### config.mk
export PLATFORM = sky130hd
export DESIGN_NAME = maxpool_l1
export DESIGN_NICKNAME = d
export VERILOG_FILES = /design/src/rtl/cnn_pkg.sv /design/src/rtl/pool_max_unit.sv /design/src/rtl/maxpool_l1.sv
export SDC_FILE = /design/constraint.sdc
export NUM_CORES = 1
export LEC_CHECK = 0
export ABC_AREA = 1
export CORE_AREA = 2 2 148 150
export CTS_CLUSTER_DIAMETER = 30
export CTS_CLUSTER_SIZE = 30
export DETAILED_ROUTE_END_ITERATION = 12
export DIE_AREA = 0 0 150 152
export PLACE_DENSITY = 0.61
export REMOVE_ABC_BUFFERS = 1
export SLEW_MARGIN = 20
export SYNTH_ARGS = -nofsm -noshare
export SYNTH_HDL_FRONTEND = slang
export SYNTH_SLANG_ARGS = --single-unit
### constraint.sdc
create_clock -name clk -period 2.9 [get_ports clk]
set_clock_uncertainty 0.1 [all_clocks]
set_input_delay 0.58 -clock clk [delete_from_list [all_inputs] [get_ports clk]]
set_output_delay 0.58 -clock clk [all_outputs]
set_load 0.01 [all_outputs]
### src/rtl/cnn_pkg.sv
`default_nettype none
// ============================================================================
//  Module   : cnn_pkg
//  Brief    : Shared CNN constants, data type and pooling FSM state encoding.
//  Revision : 1.0 - initial release
// ============================================================================
package cnn_pkg;

    localparam int DW     = 18;
    localparam int L0_DIM = 26;
    localparam int L1_DIM = 13;

    typedef logic signed [DW-1:0] data_t;

    typedef enum logic [1:0] {
        IDLE = 2'd0,
        RD   = 2'd1,
        WR   = 2'd2,
        DONE = 2'd3
    } state_t;

endpackage
`default_nettype wire

### src/rtl/pool_max_unit.sv
`default_nettype none
// ============================================================================
//  Module   : pool_max_unit
//  Brief    : Per-channel running signed maximum with init/update enables.
//  Revision : 1.0 - initial release
// ============================================================================
module pool_max_unit
    import cnn_pkg::*;
(
    input  logic  clk,
    input  logic  rst,
    input  logic  i_init,
    input  logic  i_update,
    input  data_t i_din,
    output data_t o_max_next
);

    data_t r_max;
    data_t w_max_next;

    // Next value is exposed so the final sample can be folded in on the write edge.
    always_comb begin
        w_max_next = r_max;
        if (i_init) begin
            w_max_next = i_din;
        end else if (i_update && (i_din > r_max)) begin
            w_max_next = i_din;
        end
    end

    always_ff @(posedge clk) begin
        if (rst) begin
            r_max <= '0;
        end else if (i_init || i_update) begin
            r_max <= w_max_next;
        end
    end

    assign o_max_next = w_max_next;

endmodule
`default_nettype wire

### src/rtl/maxpool_l1.sv
`default_nettype none
// ============================================================================
//  Module   : maxpool_l1
//  Brief    : 2x2 stride-2 max-pool of two conv-layer maps into layer-1 RAMs.
//  Revision : 1.0 - initial release
// ============================================================================
module maxpool_l1
    import cnn_pkg::*;
#(
    parameter int IN_DIM = L0_DIM,
    parameter int DW     = 18
)(
    input  logic                                        clk,
    input  logic                                        rst,
    input  logic                                        start,
    output logic                                        busy,
    output logic                                        done,
    output logic [$clog2(IN_DIM*IN_DIM)-1:0]            rd_addr,
    input  logic [DW-1:0]                               rd_data0,
    input  logic [DW-1:0]                               rd_data1,
    output logic                                        wr_en,
    output logic [$clog2((IN_DIM/2)*(IN_DIM/2))-1:0]    wr_addr,
    output logic [DW-1:0]                               wr_data0,
    output logic [DW-1:0]                               wr_data1
);

    localparam int OUT_DIM = IN_DIM / 2;
    localparam int c_aw    = $clog2(IN_DIM * IN_DIM);
    localparam int c_ow    = $clog2(OUT_DIM * OUT_DIM);
    localparam int c_cw    = $clog2(OUT_DIM);

    localparam logic [c_aw-1:0] c_off_1    = c_aw'(1);
    localparam logic [c_aw-1:0] c_off_row  = c_aw'(IN_DIM);
    localparam logic [c_aw-1:0] c_off_diag = c_aw'(IN_DIM + 1);
    localparam logic [c_aw-1:0] c_step_col = c_aw'(2);
    localparam logic [c_aw-1:0] c_step_row = c_aw'(IN_DIM + 2);
    localparam logic [c_cw-1:0] c_cnt_one  = c_cw'(1);
    localparam logic [c_cw-1:0] c_cnt_last = c_cw'(OUT_DIM - 1);
    localparam logic [c_ow-1:0] c_pix_one  = c_ow'(1);

    localparam logic [2:0] c_p0 = 3'd0;
    localparam logic [2:0] c_p1 = 3'd1;
    localparam logic [2:0] c_p2 = 3'd2;
    localparam logic [2:0] c_p3 = 3'd3;
    localparam logic [2:0] c_p4 = 3'd4;

    if ((IN_DIM % 2) != 0) begin : g_odd_dim
        $error("maxpool_l1: IN_DIM must be even");
    end

    state_t           r_state,    w_state_n;
    logic [2:0]       r_phase,    w_phase_n;
    logic [c_aw-1:0]  r_base,     w_base_n;
    logic [c_cw-1:0]  r_col,      w_col_n;
    logic [c_cw-1:0]  r_row,      w_row_n;
    logic [c_ow-1:0]  r_pix,      w_pix_n;
    logic [c_aw-1:0]  r_rd_addr,  w_rd_addr_n;
    logic             r_busy,     w_busy_n;
    logic             r_done,     w_done_n;
    logic             r_wr_en,    w_wr_en_n;
    logic [c_ow-1:0]  r_wr_addr,  w_wr_addr_n;
    logic [DW-1:0]    r_wr_data0, w_wr_data0_n;
    logic [DW-1:0]    r_wr_data1, w_wr_data1_n;

    logic  w_init;
    logic  w_upd;
    logic  w_last_col;
    logic  w_last_pix;
    data_t w_max0;
    data_t w_max1;

    pool_max_unit u_max0 (
        .clk        (clk),
        .rst        (rst),
        .i_init     (w_init),
        .i_update   (w_upd),
        .i_din      (rd_data0),
        .o_max_next (w_max0)
    );

    pool_max_unit u_max1 (
        .clk        (clk),
        .rst        (rst),
        .i_init     (w_init),
        .i_update   (w_upd),
        .i_din      (rd_data1),
        .o_max_next (w_max1)
    );

    assign w_last_col = (r_col == c_cnt_last);
    assign w_last_pix = w_last_col && (r_row == c_cnt_last);

    // Address issued on the edge entering a phase; its data is sampled one phase later.
    always_comb begin
        w_state_n    = r_state;
        w_phase_n    = r_phase;
        w_base_n     = r_base;
        w_col_n      = r_col;
        w_row_n      = r_row;
        w_pix_n      = r_pix;
        w_rd_addr_n  = r_rd_addr;
        w_busy_n     = r_busy;
        w_done_n     = 1'b0;
        w_wr_en_n    = 1'b0;
        w_wr_addr_n  = '0;
        w_wr_data0_n = '0;
        w_wr_data1_n = '0;
        w_init       = 1'b0;
        w_upd        = 1'b0;

        case (r_state)
            IDLE: begin
                if (start) begin
                    w_state_n   = RD;
                    w_phase_n   = c_p0;
                    w_rd_addr_n = r_base;
                    w_busy_n    = 1'b1;
                end
            end
            RD: begin
                case (r_phase)
                    c_p0: begin
                        w_rd_addr_n = r_base + c_off_1;
                        w_phase_n   = c_p1;
                    end
                    c_p1: begin
                        w_init      = 1'b1;
                        w_rd_addr_n = r_base + c_off_row;
                        w_phase_n   = c_p2;
                    end
                    c_p2: begin
                        w_upd       = 1'b1;
                        w_rd_addr_n = r_base + c_off_diag;
                        w_phase_n   = c_p3;
                    end
                    c_p3: begin
                        w_upd     = 1'b1;
                        w_phase_n = c_p4;
                    end
                    default: begin
                        w_upd        = 1'b1;
                        w_state_n    = WR;
                        w_wr_en_n    = 1'b1;
                        w_wr_addr_n  = r_pix;
                        w_wr_data0_n = w_max0;
                        w_wr_data1_n = w_max1;
                    end
                endcase
            end
            WR: begin
                if (w_last_pix) begin
                    w_state_n = DONE;
                    w_done_n  = 1'b1;
                    w_base_n  = '0;
                    w_col_n   = '0;
                    w_row_n   = '0;
                    w_pix_n   = '0;
                end else begin
                    w_state_n = RD;
                    w_phase_n = c_p0;
                    w_pix_n   = r_pix + c_pix_one;
                    if (w_last_col) begin
                        w_col_n  = '0;
                        w_row_n  = r_row + c_cnt_one;
                        w_base_n = r_base + c_step_row;
                    end else begin
                        w_col_n  = r_col + c_cnt_one;
                        w_base_n = r_base + c_step_col;
                    end
                    w_rd_addr_n = w_base_n;
                end
            end
            default: begin
                w_state_n = IDLE;
                w_busy_n  = 1'b0;
            end
        endcase
    end

    always_ff @(posedge clk) begin
        if (rst) begin
            r_state    <= IDLE;
            r_phase    <= c_p0;
            r_base     <= '0;
            r_col      <= '0;
            r_row      <= '0;
            r_pix      <= '0;
            r_rd_addr  <= '0;
            r_busy     <= 1'b0;
            r_done     <= 1'b0;
            r_wr_en    <= 1'b0;
            r_wr_addr  <= '0;
            r_wr_data0 <= '0;
            r_wr_data1 <= '0;
        end else begin
            r_state    <= w_state_n;
            r_phase    <= w_phase_n;
            r_base     <= w_base_n;
            r_col      <= w_col_n;
            r_row      <= w_row_n;
            r_pix      <= w_pix_n;
            r_rd_addr  <= w_rd_addr_n;
            r_busy     <= w_busy_n;
            r_done     <= w_done_n;
            r_wr_en    <= w_wr_en_n;
            r_wr_addr  <= w_wr_addr_n;
            r_wr_data0 <= w_wr_data0_n;
            r_wr_data1 <= w_wr_data1_n;
        end
    end

    assign busy     = r_busy;
    assign done     = r_done;
    assign rd_addr  = r_rd_addr;
    assign wr_en    = r_wr_en;
    assign wr_addr  = r_wr_addr;
    assign wr_data0 = r_wr_data0;
    assign wr_data1 = r_wr_data1;

endmodule
`default_nettype wire

==> summary.md, run 1 <==
| Metric | Value |
|---|---|
| Worst hold path class | reg -> reg |
| Busiest layer in global routing | met2 |
| GRT overflow | 0 |
| Diode count | 0 |
| Final core utilization | 38.20% |
| Top-Level Pins | 96 |
| P per Cell Area | between 700 and 800 mW/mm^2 |
| RSZ-0062 raised after global routing | false |
| CTS tree | done |
| Max IR drop VDD | ~0.37 mV |
| Outcome | finished clean |
| CTS root buffer | clkbuf_16 |
| CP startpoint kind | primary input |
| Post-synthesis register bit count | about 120 |
| Register area share after synthesis | 39.29% |
| Final setup TNS | 0 ns |
| Layout cells sized above 1 | 6.613% |
| Post-Syn Instances | 885 |
| H-tree depth | 4 |
| Final setup vio count | 0 |
| Min Clock Period, post-route | around 2.4 ns |
| Dpl cell area | ~0.0075 mm^2 |
| Clock latency on the worst-skew pair | approximately 0.42 ns |
| Worst path required time | slightly above 3 ns |
| Max Slew Vio Count | 0 |
| Slew @ Worst Pin | between 0.6 and 0.7 ns |
| Main synth FF type | dfxtp_1 |
| Clk buf depth | 2 |
| Post-DR wirelength/cell | around 12 um |
| Routed vias | 5752 |
| Cell taking the most area after synthesis | dfxtp_1 |
| Synth top area cells | dfxtp_1 39%, nand2_1 12%, ha_1 11% |
| Layout Nets | around 1.1k |
| Antenna violations before repair | 0 |
| Residual DRC count | 0 |
| Worst setup margin | 0.5188 ns |
| Asr flop ratio synth | 0% |
| Starting density of the core | between 20% and 30% |
| GRT Resource Usage Total | 14.11% |
| Clock Sinks | 123 |
| FMAX | about 420 MHz |
| Detail Route Antenna Nets | 0 |
| Vias in the first global route | roughly 5.4k |
| Critical path peak fanout | 18 |
| Area share of the largest cell type after synthesis | between 30% and 40% |
| Core footprint | ~0.021 mm^2 |
| Cts bufs inserted | 17 |
| Yosys warnings | 0 |
| Pin count of the biggest net entering global routing | 55 |
| Met2 usage | between 20 and 25% |
| Post-Route WL | 15520 um |
| Placer Congestion | roughly 0.84 |
| Final Hold Vio Count | 0 |
| CTS resizes | 0 |
| Final HPWL DP | between 10000 and 15000 um |
| Pre-CTS setup slack | roughly 0.056 ns |
| Row count | between 50 and 60 |
| Iter 0 DRT Violations | 314 |
| Total of max-cap violations | 0 |
| Design Power | between 6000 and 7000 uW |
| Crit share post-route | approximately 80% |
| Number of synthesized flops with an enable pin | 0 |
| Drt pass-1 iters | 4 |
| Synth unique cells | 40 |
| Vias per cell | 4.501 |
| Crit end category | flop |
| Post-CTS Setup Inserts | 0 |
| Crit path kind | in -> reg |
| DIE WIDTH | 150 um |
| P_leak | about 0.0036 uW |
| CTS Hold Buffers Added | 0 |
| Die ar. | approximately 0.023 mm^2 |
| Met1 usage | between 10% and 20% |
| Met3 Track Usage GR | between 3 and 4% |
| Worst Path Arrival | ~2.6 ns |
| Worst rel slew slack | 54.75% |
| First-pass GRT wire length | ~26000 um |
| Area added between synthesis and finish | 30.15% |
| Chip height | 152 um |
| Final instance area | 0.008157 mm^2 |
| Mapped Area | between 0.006 and 0.007 mm^2 |
| Clock transition at path regs | around 0.060 ns |
| Syn avg cell area | between 7 and 8 um^2 |
| Buffers on Ports | 95 |
[cells by family (layout without fill, tap and decap cells)]
| family | after synthesis | in the layout | share of synthesized area, % |
|---|---|---|---|
| fa+ha+maj | 53 | 53 | 10.58 |
| flops | 123 | 123 | 39.29 |
| simple gates | 437 | 437 | 29.87 |
| compound gates | 100 | 100 | 8.904 |
| buf+inv | 167 | 280 | 10.66 |
| xor+xnor | 5 | 5 | 0.6987 |
[synthesized netlist by cell type, types with 2 or more instances]
| library cell | instances |
|---|---|
| nand3_4 | 2 |
| or2_2 | 5 |
| buf_6 | 2 |
| ha_1 | 53 |
| nor3_1 | 11 |
| nand2_4 | 2 |
| nor2_1 | 117 |
| nand4_1 | 7 |
| clkbuf_1 | 16 |
| a21oi_1 | 50 |
| inv_2 | 3 |
| nand2_1 | 206 |
| buf_2 | 7 |
| nand3_2 | 3 |
| xor2_1 | 5 |
| o21bai_1 | 3 |
| nor3b_1 | 3 |
| o211ai_1 | 4 |
| nor2_2 | 2 |
| inv_1 | 134 |
| nand3b_1 | 2 |
| nand2_2 | 3 |
| buf_4 | 2 |
| dfxtp_1 | 123 |
| nor4_1 | 2 |
| o21ai_0 | 25 |
| nand3_1 | 72 |
| a21o_1 | 4 |
| a211oi_1 | 2 |
| o22ai_1 | 5 |
[per-stage QoR]
stage,hold WS [ns],cells
2_1_floorplan,0.3316,856
3_3_place_gp,0.3497,1247
3_5_place_dp,0.3432,1247
4_1_cts,0.3527,1278
5_1_grt,0.3709,1278
6_report,0.3495,1278
[power by group]
| group | switching [uW] | leakage, uW | total (uW) | internal, uW |
|---|---|---|---|---|
| Clock | 784 | 0.000293 | 2200 | 1420 |
| Sequential | 128 | 0.000996 | 2080 | 1960 |
| Combinational | 1270 | 0.00233 | 2100 | 831 |
[cell type report]
cell class / count / area [um^2]
clock buffers: 22 / 474.2
multi-input cells: 595 / 3137
fillers: 2287 / 13190
clock inverters: 9 / 136.4
repair buffers: 111 / 1079
inverters: 138 / 518.0
well taps: 280 / 350.3
flip-flops and latches: 123 / 2462
[per-layer routing]
| layer | vias up | wire (um) |
|---|---|---|
| li1 | 3000 | - |
| met1 | 2617 | 7165 |
| met2 | 116 | 7290 |
| met3 | 19 | 843 |
| met4 | 0 | 220 |
| met5 | - | 0 |
[placed cells by master, fill, tap and decap left out, types with 5 or more instances in the layout]
cell / netlist / final
a21oi_1: 50 / 50
buf_4: 2 / 15
clkbuf_16: 0 / 17
clkdlybuf4s50_1: 0 / 94
dfxtp_1: 123 / 123
ha_1: 53 / 53
inv_1: 134 / 134
nand2_1: 206 / 206
nand3_1: 72 / 72
nand4_1: 7 / 7
nor2_1: 117 / 117
nor3_1: 11 / 11
o21ai_0: 25 / 25
o22ai_1: 5 / 5
or2_2: 5 / 5
xor2_1: 5 / 5
[worst max-delay path, cell delays in order]
cell	delay (ns)
clkdlybuf4s50_1	0.44
ha_1	0.31
nand2_1	0.07
nor2_1	0.18
nand2_1	0.09
nor2_1	0.11
nand2_1	0.08
nand4_1	0.14
nand3_4	0.11
nand2_4	0.21
nand2_1	0.07
nand2_1	0.11
nor2_1	0.05
[final timing paths]
kind,from,to,slack (ns),cells after the start
max reg2reg,r_col[0]$_SDFFE_PP0P_,rd_addr[5]$_SDFFE_PP0P_,0.72,13
max,rd_data0[13],u_max0.r_max[2]$_SDFFE_PP0P_,0.52,13
min reg2reg,r_pix[7]$_SDFFE_PP0P_,wr_addr[7]$_SDFF_PP0_,0.35,2
min,r_pix[7]$_SDFFE_PP0P_,wr_addr[7]$_SDFF_PP0_,0.35,2
[sequential cells by signal, indices dropped and copies added, names as in the netlist, 8 cells and up]
| signal | count |
|---|---|
| u_max0.r_max | 18 |
| u_max1.r_max | 18 |
| wr_data0 | 18 |
| wr_data1 | 18 |
| rd_addr | 10 |
| r_base | 9 |
| r_pix | 8 |
| wr_addr | 8 |
Power figures use the tool's default switching activity.
==> inputs of run 2 (changes only) <==
- clock period: 2.9 -> 2.4 ns (I/O delays scaled with it)
==> run 2 against run 1 <==
Effect of this change:
- global-route usage shrank 0.056 points
- worst hold slack lost 0.10 ns
- critical endpoint is now u_max0.r_max[1]$_SDFFE_PP0P_
- highest routed layer unchanged
- power grew 23%
- final cell count grew 1.0%
- non-clock buffer count grew 12
- clock-buffer cell count shrank 3
- largest power group unchanged
==> summary.md, run 2 (synthesized netlist as in run 1, its figures left out) <==
| Metric | Value |
|---|---|
| RSZ-0062 raised after global routing | false |
| Post-DR wirelength/cell | 11.95 um (-1.6%) |
| DIE WIDTH | 150 um (unchanged) |
| P_leak | 0.003688 uW (+1.9%) |
| Chip height | 152 um (unchanged) |
| Final HPWL DP | 11090 um (+1.8%) |
| Dpl cell area | 0.007636 mm^2 (+1.2%) |
| Die ar. | 0.02280 mm^2 (unchanged) |
| Worst rel slew slack | 66.03% (+11 points) |
| P per Cell Area | 943.7 mW/mm^2 (+21%) |
| Max Slew Vio Count | 0 (unchanged) |
| Clk buf depth | 2 (unchanged) |
| R2R Path End | rd_addr[5]$_SDFFE_PP0P_ |
| Routed vias | 5748 (-0.070%) |
| Pin count of the biggest net entering global routing | 33 (-40%) |
| Detail Route Antenna Nets | 0 (unchanged) |
| Crit share post-route | between 90% and 100% |
| Most frequent cells in the layout | 206 x nand2_1, 134 x inv_1, 123 x dfxtp_1 |
| Hold Slack | 0.2496 ns (-0.09988 ns) |
| Worst hold path class | in -> reg |
| Placer Congestion | 0.8527 (+1.6%) |
| Crit path to | u_max0.r_max[1]$_SDFFE_PP0P_ |
| FMAX | 452.0 MHz |
| Final instance area | 0.008297 mm^2 (+1.7%) |
| Area added between synthesis and finish | 32.38% |
| Reg-to-Reg Start | r_col[0]$_SDFFE_PP0P_ |
| H-tree depth | 4 (unchanged) |
| Worst R2R Path Depth | 11 (-2) |
| Clock Sinks | 123 (unchanged) |
| GRT overflow | 0 (unchanged) |
| Residual DRC count | 0 (unchanged) |
| Outcome | finished clean |
| Antenna violations before repair | 0 (unchanged) |
| CTS tree | done |
| Drt pass-1 iters | 5 (+1) |
| Cts bufs inserted | 17 (unchanged) |
| Final Hold Vio Count | 0 (unchanged) |
| Clock latency on the worst-skew pair | 0.42 ns (about the same) |
| Iter 0 DRT Violations | 231 (-26%) |
| Diode count | 0 (unchanged) |
| Worst Path Arrival | 2.46 ns (-0.10 ns) |
| Min Clock Period, post-route | between 2 and 2.5 ns |
| CTS Hold Buffers Added | 0 (unchanged) |
| Worst path required time | 2.65 ns (-0.43 ns) |
| Total of max-cap violations | 0 (unchanged) |
| Worst reg-to-reg setup slack | 0.26 ns (-0.46 ns) |
| Critical path peak fanout | 18 (unchanged) |
| Row count | 54 (unchanged) |
| Max IR drop VDD | 0.4193 mV (+13%) |
| Final setup vio count | 0 (unchanged) |
| GRT Resource Usage Total | 14.06% (-0.056 points) |
| Layout cells sized above 1 | 8.408% (+1.8 points) |
| First-pass GRT wire length | 26080 um (+1.1%) |
| Clock transition at path regs | 0.06 ns (about the same) |
| Pre-CTS setup slack | -0.2967 ns (-0.3527 ns) |
| CTS root buffer | clkbuf_16 |
| Post-Route WL | 15420 um (-0.63%) |
| Vias in the first global route | 5477 (+2.1%) |
| Layout Nets | 1090 (+1.1%) |
| Worst setup margin | 0.1875 ns (-0.3314 ns) |
| Buffers on Ports | 95 (unchanged) |
| Vias per cell | 4.452 (-1.1%) |
| Starting density of the core | 29.35% (unchanged) |
| Most common cell after layout, fill and taps aside | nand2_1 |
| Core footprint | 0.02135 mm^2 (unchanged) |
| CP startpoint kind | primary input |
| Slew @ Worst Pin | 0.5077 ns (-0.1712 ns) |
| Crit path kind | in -> reg |
| Crit end category | flop |
| Critical Path Start | rd_data0[17] |
| Top-Level Pins | 96 (unchanged) |
run 2: cell types whose count changed in the layout (fill, tap and decap cells not counted), moves of 2 or more:
cell,change
nand2_4,-2
nand2_8,+2
nor2_2,+2
nor2_1,-2
clkinv_2,+2
clkbuf_1,-2
buf_4,+11
run 2: critical path, cell delays in order:
cell and delay, ns:
clkdlybuf4s50_1 0.49, ha_4 0.31, nand2_2 0.06, nor2_2 0.14, nand2_1 0.08, nor2_1 0.11, nand2_1 0.08, nand4_1 0.15
nand3_4 0.13, buf_12 0.18, nand3_1 0.06, nand2_1 0.09, nor2_1 0.09
run 2: layer usage:
metal,vias to the layer above,wire [um],GRT usage (%)
met5,-,0,0
met4,0,231,5.076
li1,3027,-,-
met1,2605,7325,17.44
met3,20,579,2.973
met2,96,7286,23.87
run 2: cell type report:
class | count | area (um^2)
fill | 2233 | 13050
sequential | 123 | 2462
clock buffer | 19 | 452.9
tap | 280 | 350.3
inverter | 138 | 518.0
multi-input combinational | 595 | 3176
timing repair buffer | 123 | 1172
clock inverter | 13 | 165.2
run 2: how the worst min path moves through the flow:
| stage | end | startpoint | cells past startpoint |
|---|---|---|---|
| floorplan | wr_addr[7]$_SDFF_PP0_ | r_pix[7]$_SDFFE_PP0P_ | 2 |
| CTS | done$_SDFF_PP0_ | rst | 2 |
| finish | done$_SDFF_PP0_ | rst | 2 |
| global placement | wr_addr[7]$_SDFF_PP0_ | r_pix[7]$_SDFFE_PP0P_ | 2 |
| detailed placement | wr_addr[7]$_SDFF_PP0_ | r_pix[7]$_SDFFE_PP0P_ | 2 |
| global route | done$_SDFF_PP0_ | rst | 2 |
run 2: timing repair:
item	in CTS	in global routing
setup buffers	0	0
gates resized for setup	0	7
setup endpoints to repair	0	61
run 2: power breakdown:
part / total (uW) / internal (uW) / switching, uW
registers: 2520 / 2360 / 155
clock network: 2680 / 1700 / 988
logic: 2630 / 1080 / 1550
run 2: stage by stage:
step | power [uW] | instances | util [%] | setup TNS [ns]
global route | 8411 | 1291 | 38.86 | 0
global placement | 5131 | 1259 | 35.77 | -16.81
detailed placement | 5156 | 1259 | 35.77 | -19.05
finish | 7830 | 1291 | 38.86 | 0
CTS | 7878 | 1291 | 38.66 | 0
floorplan | 4266 | 856 | - | 0
==> inputs of run 3 (changes only) <==
- CELL_PAD_IN_SITES_DETAIL_PLACEMENT: unset -> 0
- CELL_PAD_IN_SITES_GLOBAL_PLACEMENT: unset -> 2
- PLACE_DENSITY: 0.61 -> 0.9
==> run 3 against run 2 <==
Effect of this change:
- clock-buffer cell count unchanged
- sequential share of layout area fell by 0.089 points
- highest routed layer unchanged
- worst setup slack got worse by 0.039 ns
- core utilization is 0.12 points higher
- clock power grew 3%
- largest cell class unchanged
- die area unchanged
==> summary.md, run 3 (synthesized netlist as in run 1, its figures left out) <==
| Metric | Value |
|---|---|
| Outcome | finished clean |
| CTS root buffer | clkbuf_16 |
| Final Instance Count excl. Fillers | 1290 (-0.077%) |
| Buffers on Ports | 95 (unchanged) |
| Final setup TNS | 0 ns (unchanged) |
| Multi-input logic area | 0.003207 mm^2 (+0.99%) |
| Crit share post-route | 93.84% (+1.6 points) |
| Crit end category | flop |
| Most frequent cells in the layout | 206 x nand2_1, 134 x inv_1, 123 x dfxtp_1 |
| Layout cells sized above 1 | 8.515% (+0.11 points) |
| Diode count | 0 (unchanged) |
| Drt pass-1 iters | 5 (unchanged) |
| FMAX | 444.0 MHz (-1.8%) |
| CP startpoint kind | primary input |
| Worst rel slew slack | 58.05% (-8.0 points) |
| Cts bufs inserted | 17 (unchanged) |
| Final Hold Vio Count | 0 (unchanged) |
| Pre-CTS setup slack | -0.2812 ns (+0.01550 ns) |
| Placer Congestion | 0.7729 (-9.4%) |
| Power share of the combinational group | 33.5% (about the same) |
| Final HPWL DP | 11410 um (+2.9%) |
| Layout Nets | 1089 (-0.092%) |
| Sw power | 2762 uW (+2.6%) |
| Slew @ Worst Pin | 0.6270 ns (+0.1193 ns) |
| Antenna violations before repair | 0 (unchanged) |
| GRT Resource Usage Total | 14.34% (+0.28 points) |
| Top-Level Pins | 96 (unchanged) |
| Internal | 5153 uW (+0.31%) |
| Post-CTS Setup Inserts | 0 (unchanged) |
| Clk buf depth | 2 (unchanged) |
| Core footprint | 0.02135 mm^2 (unchanged) |
| Vias in the first global route | 5422 (-1.0%) |
| Reg area | 0.002462 mm^2 (unchanged) |
| Max Slew Vio Count | 0 (unchanged) |
| Chip height | 152 um (unchanged) |
| P per Cell Area | 951.2 mW/mm^2 (+0.79%) |
| Post-DR wirelength/cell | 12.32 um (+3.2%) |
| Total of max-cap violations | 0 (unchanged) |
| Clock latency on the worst-skew pair | 0.42 ns (about the same) |
| GRT overflow | 0 (unchanged) |
| P_leak | 0.003694 uW (+0.18%) |
| Filler Cell Count | 2242 (+0.40%) |
| Routed vias | 5628 (-2.1%) |
| Worst Path Arrival | 2.44 ns (-0.02 ns) |
| Iter 0 DRT Violations | 209 (-9.5%) |
| Pin count of the biggest net entering global routing | 45 (+36%) |
| Final setup vio count | 0 (unchanged) |
| Sw Ratio | 34.90% (+0.51 points) |
| Post-Route WL | 15900 um (+3.1%) |
| Clock Power Share | 34.7% (+0.4 points) |
| DIE WIDTH | 150 um (unchanged) |
| Min Clock Period, post-route | 2.252 ns (+0.03950 ns) |
| CTS tree | done |
| Residual DRC count | 0 (unchanged) |
| Starting density of the core | 29.35% (unchanged) |
| Worst path required time | 2.59 ns (-0.06 ns) |
| First-pass GRT wire length | 26350 um (+1.1%) |
| Vias per cell | 4.363 (-2.0%) |
| Area added between synthesis and finish | 32.78% |
| Detail Route Antenna Nets | 0 (unchanged) |
| Placed cell count | 1257 (-0.16%) |
| Critical path peak fanout | 9 (-9) |
| H-tree depth | 4 (unchanged) |
| Clock Sinks | 123 (unchanged) |
| Worst hold path class | in -> reg |
| Most common cell after layout, fill and taps aside | nand2_1 |
| Worst setup margin | 0.1480 ns (-0.03950 ns) |
| Clock transition at path regs | 0.06 ns (about the same) |
| Row count | 54 (unchanged) |
| Max IR drop VDD | 0.3972 mV (-5.3%) |
| Flop pwr share | 31.8% (-0.3 points) |
| Crit path kind | in -> reg |
| Die ar. | 0.02280 mm^2 (unchanged) |
==> run 3: layer usage <==
metal / part of all wire, % / vias up / wire [um] / global-route usage (%)
met4: 1.5 / 0 / 238 / 4.852
met5: 0 / - / 0 / 0
met1: 48 / 2485 / 7649 / 18.53
met2: 46 / 100 / 7363 / 23.81
li1: - / 3025 / - / -
met3: 4.1 / 18 / 646 / 2.793
==> run 3: final timing paths <==
| kind | endpoint | depth (start not counted) | slack (ns) | from |
|---|---|---|---|---|
| worst min register to register | rd_addr[9]$_SDFFE_PP0P_ | 2 | 0.36 | rd_addr[9]$_SDFFE_PP0P_ |
| worst max register to register | rd_addr[8]$_SDFFE_PP0P_ | 13 | 0.26 | r_phase[0]$_SDFFE_PP0P_ |
| worst max-delay path | wr_data0[14]$_SDFF_PP0_ | 13 | 0.15 | rd_data0[17] |
| worst min-delay path | wr_en$_SDFF_PP0_ | 2 | 0.23 | rst |
==> run 3: layout make-up <==
type                    count  area share, %
clock buffers              19          5.443
clock inverters            13          2.150
inverters                 138          6.225
multi-input cells         596          38.54
flip-flops and latches    123          29.59
well taps                 280          4.210
repair buffers            121          13.85
==> run 3: worst max-delay path, stage by stage <==
cell	delay [ns]
clkdlybuf4s50_1	0.48
ha_4	0.31
nand2_2	0.08
nor2_4	0.14
nand2_1	0.08
nor2_1	0.10
nand2_1	0.09
nand4_1	0.15
nand3_4	0.16
nand2_4	0.17
nand2_1	0.08
nand2_1	0.09
nor2_1	0.04
==> run 3: stage by stage <==
| stage | total power, uW | util [%] | area (um^2) | hold slack (ns) |
|---|---|---|---|---|
| after global routing | 8520 | 38.98 | 8322 | 0.2466 |
| after CTS | 7968 | 38.60 | 8240 | 0.2289 |
| after global placement | 5145 | 35.64 | 7609 | 0.3521 |
| after detailed placement | 5159 | 35.64 | 7609 | 0.3591 |
| final | 7915 | 38.98 | 8322 | 0.2283 |
| after floorplan | 4266 | - | 6117 | 0.3316 |
==> run 3: power groups by stage <==
stage	clock network, uW	registers (uW)	logic [uW]
finish	2750	2520	2650
global route	2910	2550	3060
CTS	2820	2520	2630
detailed placement	0	2560	2600
global placement	0	2550	2590
floorplan	0	2560	1700
==> run 3: repair_timing <==
item / CTS / global route
endpoints found under the setup margin: 0 / 57
resized for setup: 0 / 12
hold buffers: 0 / 0
